## config.mk

```make
export PLATFORM = sky130hd
export DESIGN_NAME = sm_addr_alloc
export DESIGN_NICKNAME = d
export VERILOG_FILES = /design/src/rtl/sm_addr_alloc.sv
export SDC_FILE = /design/constraint.sdc
export NUM_CORES = 1
export LEC_CHECK = 0
export ABC_AREA = 1
export CORE_MARGIN = 10
export CORE_UTILIZATION = 52
export CTS_BUF_LIST = sky130_fd_sc_hd__clkbuf_4 sky130_fd_sc_hd__clkbuf_8
export CTS_CLUSTER_DIAMETER = 100
export DETAILED_ROUTE_END_ITERATION = 8
export PLACE_DENSITY_LB_ADDON = 0.2
export RECOVER_POWER = 25
export SETUP_SLACK_MARGIN = 0.4
export SLEW_MARGIN = 30
export SYNTH_ARGS = -nofsm -noshare
export SYNTH_HDL_FRONTEND = slang
export SYNTH_SLANG_ARGS = --single-unit
```

## constraint.sdc

```tcl
create_clock -name clk -period 5.5 [get_ports clk]
set_input_delay 0.55 -clock clk [delete_from_list [all_inputs] [get_ports clk]]
set_output_delay 0.55 -clock clk [all_outputs]
set_load 0.02 [all_outputs]
```

## src/rtl/sm_addr_alloc.sv

```systemverilog
`default_nettype none
// ----------------------------------------------------------------------------
// sm_addr_alloc : shared-buffer free-address pool kept as a circular free list,
//                 granting one address per cycle to a round-robin winner port.
// Revision      : 1.0
// ----------------------------------------------------------------------------
`ifndef PORT_NUB_TOTAL
`define PORT_NUB_TOTAL 8
`endif

module sm_addr_alloc #(
  parameter int PORT_NUB_TOTAL = `PORT_NUB_TOTAL,
  parameter int DEPTH          = 64,
  parameter int ADDR_WIDTH     = $clog2(DEPTH)
) (
  input  logic                      clk,
  input  logic                      rst_n,
  input  logic [PORT_NUB_TOTAL-1:0] req,
  output logic [PORT_NUB_TOTAL-1:0] grant,
  output logic                      alloc_valid,
  output logic [ADDR_WIDTH-1:0]     alloc_addr,
  input  logic                      rel_valid,
  input  logic [ADDR_WIDTH-1:0]     rel_addr,
  output logic                      ready,
  output logic [ADDR_WIDTH:0]       free_cnt,
  output logic                      rel_err
);

  localparam int PTR_W = (PORT_NUB_TOTAL > 1) ? $clog2(PORT_NUB_TOTAL) : 1;

  localparam logic [0:0] ST_INIT = 1'b0;
  localparam logic [0:0] ST_RUN  = 1'b1;

  localparam logic [ADDR_WIDTH-1:0]     ADDR_ONE  = ADDR_WIDTH'(1);
  localparam logic [ADDR_WIDTH-1:0]     ADDR_LAST = ADDR_WIDTH'(DEPTH - 1);
  localparam logic [ADDR_WIDTH:0]       CNT_ONE   = (ADDR_WIDTH + 1)'(1);
  localparam logic [ADDR_WIDTH:0]       CNT_FULL  = (ADDR_WIDTH + 1)'(DEPTH);
  localparam logic [PTR_W-1:0]          PTR_ONE   = PTR_W'(1);
  localparam logic [PTR_W-1:0]          PTR_LAST  = PTR_W'(PORT_NUB_TOTAL - 1);
  localparam logic [PORT_NUB_TOTAL-1:0] GRANT_ONE = PORT_NUB_TOTAL'(1);

  logic [0:0]            state;
  logic [ADDR_WIDTH-1:0] list_mem [DEPTH];
  logic [ADDR_WIDTH-1:0] head;
  logic [ADDR_WIDTH-1:0] tail;
  logic [PTR_W-1:0]      rr_ptr;
  logic [PTR_W-1:0]      win_idx;
  logic [PTR_W-1:0]      scan_idx;
  logic                  win_found;
  logic                  do_alloc;
  logic                  rel_accept;
  logic                  rel_drop;
  logic                  mem_we;
  logic [ADDR_WIDTH-1:0] mem_wdata;

  // First requesting port at or after rr_ptr, wrapping around the port range.
  always_comb begin
    win_found = 1'b0;
    win_idx   = '0;
    scan_idx  = '0;
    for (int k = 0; k < PORT_NUB_TOTAL; k++) begin
      scan_idx = PTR_W'((32'(rr_ptr) + 32'(k)) % PORT_NUB_TOTAL);
      if (!win_found && req[scan_idx]) begin
        win_found = 1'b1;
        win_idx   = scan_idx;
      end
    end
  end

  assign ready      = (state == ST_RUN);
  assign do_alloc   = ready && win_found && (free_cnt != '0);
  assign rel_accept = ready && rel_valid && (free_cnt != CNT_FULL);
  assign rel_drop   = ready && rel_valid && (free_cnt == CNT_FULL);

  // The tail pointer doubles as the fill counter while the list is seeded.
  assign mem_we    = rst_n && ((state == ST_INIT) || rel_accept);
  assign mem_wdata = (state == ST_INIT) ? tail : rel_addr;

  always_ff @(posedge clk) begin
    if (mem_we) begin
      list_mem[tail] <= mem_wdata;
    end
  end

  always_ff @(posedge clk) begin
    if (!rst_n) begin
      state       <= ST_INIT;
      head        <= '0;
      tail        <= '0;
      free_cnt    <= '0;
      rr_ptr      <= '0;
      grant       <= '0;
      alloc_valid <= 1'b0;
      alloc_addr  <= '0;
      rel_err     <= 1'b0;
    end else begin
      grant       <= '0;
      alloc_valid <= 1'b0;
      alloc_addr  <= '0;
      case (state)
        ST_INIT: begin
          tail     <= tail + ADDR_ONE;
          free_cnt <= free_cnt + CNT_ONE;
          if (tail == ADDR_LAST) begin
            state <= ST_RUN;
          end
        end
        default: begin
          if (do_alloc) begin
            grant       <= GRANT_ONE << win_idx;
            alloc_valid <= 1'b1;
            alloc_addr  <= list_mem[head];
            head        <= head + ADDR_ONE;
            rr_ptr      <= (win_idx == PTR_LAST) ? '0 : win_idx + PTR_ONE;
          end
          if (rel_accept) begin
            tail <= tail + ADDR_ONE;
          end
          if (rel_drop) begin
            rel_err <= 1'b1;
          end
          case ({do_alloc, rel_accept})
            2'b10:   free_cnt <= free_cnt - CNT_ONE;
            2'b01:   free_cnt <= free_cnt + CNT_ONE;
            default: free_cnt <= free_cnt;
          endcase
        end
      endcase
    end
  end

endmodule

`default_nettype wire
```

-- Word-level counts from Yosys, hierarchy flattened
Memory sizes are Yosys's and may differ from the RTL's. A register that Yosys moved wholly into a read port is not among the register bits.
Cells that the tools add are included.
- register bits after elaboration: 33
- memory bits (writable): 384
- input bits: 17
- output and inout bits: 24
- word-level logic and storage cells: 109
- memories kept: 1
- add/subtract/negate cells: 12
- order comparisons: 8
- eq/ne operators: 8
- shift-type cells: 1
- muxes and demuxes: 43
- bitwise logic cells: 1
- reductions and logical operators: 27
- memory list (name ; depth ; width ; read ports ; clocked after memory_dff ; wr ports ; line ; source):
    list_mem ; 64 ; 6 ; 1 ; 1 ; 1 ; 43 ; logic [ADDR_WIDTH-1:0] list_mem [DEPTH];
- operator list (cell ; number):
    < comparator 3 x 4 -> 1 bit, second input constant ; 8
    two-way mux 3 bit ; 9
    binary-select mux 1 bit (select 3 bit) ; 8
    two-way mux 1 bit ; 21
    two-way mux 6 bit ; 3
    one-hot mux 7 bit (2 select lines) ; 1
    logical AND 1 bit ; 13
    adder 3 bit, second input constant ; 4
    adder 6 x 1 -> 6 bit, second input constant ; 2
    logical NOT 1 bit ; 8
    left shift 1 x 3 -> 8 bit, first input constant ; 1
    adder 7 x 1 -> 7 bit, second input constant ; 1
    == test 7 bit, second input constant ; 1
    two-way mux 7 bit ; 1
    inequality test 7 bit, second input constant ; 1
    nonzero test 7 bit ; 1
    subtractor 7 x 1 -> 7 bit, second input constant ; 1
    adder 3 x 1 -> 3 bit, second input constant ; 2
    adder 3 x 2 -> 3 bit, second input constant ; 2
    == test 6 bit, second input constant ; 1
    AND reduction 2 bit ; 3
    == test 3 bit, second input constant ; 1
    inequality test 3 x 1 -> 1 bit, second input constant ; 1
    AND reduction 3 bit ; 1
    other kinds (5) ; 5

-- Depth between registers and ports, before layout
- depth after elaboration: 29
- mapped depth: 22
- depth with buffers taken out: 20

-- Worst setup path before layout
Ideal clock, no wire load.
- kind: register -> register
- start: register state, in the netlist ready
- end: memory list_mem[0][1] (netlist bit) (data pin)
- library setup time: 0.702 ns
- arrival time: 3.180 ns
- required time: 4.798 ns
- slack: 1.619 ns
- cell stages (with the launch flop): 3
- buffers on the path: 1
- clock period less this slack: 3.881 ns
- cell sequence: dfxtp_1 -> clkbuf_1 -> o21ai_0
- longest elaborated chain between the ends: 1
- RTL lines (item ; line ; source):
    start, declared ; 42 ; logic [0:0] state;
    start signal, assigned ; 87 ; state <= ST_INIT;
    start signal, assigned ; 105 ; state <= ST_RUN;
    two-way mux 6 bit ; 77 ; assign mem_wdata = (state == ST_INIT) ? tail : rel_addr;
    named net mem_wdata[1] ; 54 ; logic [ADDR_WIDTH-1:0] mem_wdata;
    end, declared ; 43 ;
The timed path passes the listed nets, and every way through them passes these cells.

-- Worst setup path after layout
- start: register state, in the netlist ready
- end: memory list_mem[20][4] (netlist bit) (data pin)
Same word-level chain as after synthesis.

==> impl_metrics.csv <==
group,metric,value,unit
run_status,outcome,"finished, violations left",
run_status,violations,"max-capacitance violations, max-slew violations",
power_and_ir_drop,swShare,21.21,%
placed_design,place_inst,1943,
layout,fin_area,0.01977,mm²
logic_synthesis,synth_top_area_share,65.14,%
routing,firstDrtPassIters,5,
floorplanning,dieHeight,204.5,µm
clock_tree,root_buffer,"clkbuf_8",
run,drv_cap,5,
grt,grt_pass1_vias,11862,
setup_path,endpoint_kind,"flop",
logic_synthesis,syn_inst,1523,
logic_synthesis,mappedNetlistNets,1552,
routing,wire_per_inst,21.93,µm
floorplanning,die_w,204.5,µm
logic_synthesis,yosys_most_used_dff,"edfxtp_1",
logic_synthesis,synth_most_common_cell,"edfxtp_1",
timing,slew_viol_final,198,
power_and_ir_drop,peakVddDrop,232.7,µV
floorplanning,start_util,52.79,%
layout,nNetsFinal,1595,
logic_synthesis,ys_seq_area_share,69.55,%
grt,antenna_found_initial,0,
logic_synthesis,synth_area_leader_cell,"edfxtp_1",
clock_tree,cts_buffer_depth,3,
power_and_ir_drop,power_switching,1.335,mW
routing,via_per_inst,5.948,
floorplanning,io_pins,41,
power_and_ir_drop,p_per_area,318.3,mW/mm²
logic_synthesis,yosys_warnings,0,
layout,drive_above_1_share,9.480,%
setup_path,cp_slowest_cell,"clkbuf_1",
routing,drtIter0Drc,1245,
placed_design,dp_hpwl,27.82,mm
clock_tree,path_clk_slew,0.06,ns
logic_synthesis,synth_cell_types,43,
timing,worst_slew_pin_slew,3.498,ns
timing,rsz0062_at_grt,"no",
setup_path,critical_path_class,"reg2reg",
clock_tree,h-tree-depth,3,
layout,stdcell_count,2062,
power_and_ir_drop,seqPwrFrac,55.9,%
timing,skew,0.03115,ns
layout,antenna_cells,0,
power_and_ir_drop,leakage,6.605,nW
power_and_ir_drop,pwr-share-clk,41.4,%
clock_tree,cts_hold_buf,0,
clock_tree,cts_tree,"done",
logic_synthesis,ys_async_sr_fraction,0,%
setup_path,path_max_fanout,64,
timing,period_needed,4.303,ns
setup_path,cp.arrival,4.17,ns
setup_path,cp_top_family,"buffers and inverters",
clock_tree,post_cts_resized,0,
floorplanning,dieArea,0.04182,mm²
grt,grt_use_total,21.70,%
timing,finalSetupViolCount,0,
logic_synthesis,synth-seq-cells,423,
setup_path,cp.required,5.37,ns
clock_tree,cts_buffers,68,
floorplanning,placement_rows,67,
routing,ant_nets,0,
power_and_ir_drop,intPower,4.959,mW
power_and_ir_drop,pwr-share-comb,2.7,%
grt,grt_pass1_wl,69.73,mm
placed_design,place_area,0.01850,mm²
layout,area_growth,11.68,%
logic_synthesis,synth_edf_count,384,
timing,fmax,232.4,MHz
routing,drc_errors,0,
clock_tree,postCtsSetupBuffers,0,
setup_path,crit_chain,"nand2_1, o21ai_4, clkbuf_1",
logic_synthesis,synthTopCellsByCount,"edfxtp_1, nor2_1, o21ai_0",
placed_design,io_buffers,40,
logic_synthesis,netlist_area,0.01770,mm²
routing,routed_wl,45.22,mm
clock_tree,clkLatencyLatePin,0.60,ns
logic_synthesis,avgSynthCellArea,11.62,µm²
clock_tree,clkSinkCount,423,
setup_path,max_stage_delay,2.41,ns
setup_path,cp-start-kind,"flop",
timing,fin_crit_sh,78.23,%
grt,grt-ovfl-total,0,
floorplanning,core_area,0.03353,mm²
setup_path,path_buf_inv,1,
timing,hold_viol_final,0,
routing,vias,12264,
grt,grt_start_max_net_pins,78,
logic_synthesis,yosys-top-cells-area,"edfxtp_1, nor2_1, o21ai_0, dfxtp_1, nand2_1",
timing,tns,0,ns
placed_design,place.gp.congestion,0.8859,
min_path,hold_class,"reg2reg",
timing,relSlewSlack,-133.2,%
worst paths after layout:
kind | slack (ns) | startpoint | depth (start not counted) | to
hold / removal | 0.49 | rel_err$_SDFFE_PN0P_ | 2 | rel_err$_SDFFE_PN0P_
setup reg to reg | 1.20 | ready$_SDFF_PN0_ | 3 | list_mem[20][4]$_DFFE_PP_
hold reg to reg | 0.49 | rel_err$_SDFFE_PN0P_ | 2 | rel_err$_SDFFE_PN0P_
setup / recovery | 1.20 | ready$_SDFF_PN0_ | 3 | list_mem[20][4]$_DFFE_PP_
layer usage:
metal  up-vias  global-route usage (%)  routed length, µm
li1       5634                       -                  -
met1      5981                   29.48              19210
met2       577                   34.59              21160
met3        72                   3.538               3737
met4         0                   8.172               1109
met5         -                       0                  0
power by group through the flow:
stage	Combinational, mW	Sequential (mW)	Clock (mW)
floorplan	0.0882	3.59	0
global placement	0.170	3.58	0
detailed placement	0.170	3.58	0
CTS	0.171	3.52	2.64
global route	0.185	3.52	2.81
finish	0.170	3.52	2.60
cell usage in the layout (no fill, tap or decap), drive strengths merged, types with 12 or more instances in the layout:
master / Yosys / routed
nand4: 30 / 30
o211ai: 19 / 19
inv: 52 / 55
nand3: 68 / 68
clkdlybuf4s50: 0 / 17
nand2: 146 / 146
edfxtp: 384 / 384
o221ai: 29 / 29
dlygate4sd3: 0 / 23
dfxtp: 39 / 39
a21oi: 23 / 23
o21ai: 218 / 218
buf: 17 / 16
o22ai: 59 / 59
clkinv: 3 / 29
nor2: 312 / 312
ha: 12 / 12
clkbuf: 70 / 89
state kept, by name (all words and copies together), names as in the netlist:
signal,cells
free_cnt,7
rr_ptr,3
tail,6
ready,1
rel_err,1
grant,8
alloc_addr,6
head,6
list_mem,384
alloc_valid,1
worst register-to-register path, delay by kind of cell, from the launching register on:
family,cells,cell delay (ns)
compound gates,1,0.09
buf+inv,1,2.41
flops,1,0.77
simple gates,1,0.20
logic make-up after synthesis:
| family | after synthesis | synth area share (%) |
|---|---|---|
| AOI/OAI and AO/OA | 361 | 11.70 |
| xor gates and xnor gates | 15 | 0.8695 |
| adders and majority gates | 12 | 0.8482 |
| buffers and inverters | 142 | 3.350 |
| DFF | 423 | 69.55 |
| and+or+nand+nor | 570 | 13.68 |
stage by stage:
stage          power [mW]  hold WS [ns]  setup slack, ns  utilization [%]
4_1_cts             6.332        0.4958            1.793            59.04
3_5_place_dp        3.755        0.4801            1.177            55.16
6_report            6.293        0.4922            1.197            58.96
3_3_place_gp        3.754        0.4792            1.311            55.16
5_1_grt             6.515        0.5125           0.8255            58.96
2_1_floorplan       3.678        0.4787            1.619                -
cell type report:
type	instances	area, µm²
clock buffer	85	1095
clock inverter	33	207.7
fill	2794	13760
inverter	55	210.2
multi-input combinational	958	4845
sequential	423	12320
tap	448	560.5
timing repair buffer	60	535.5
Note: power is estimated with default switching activity, not from simulation.
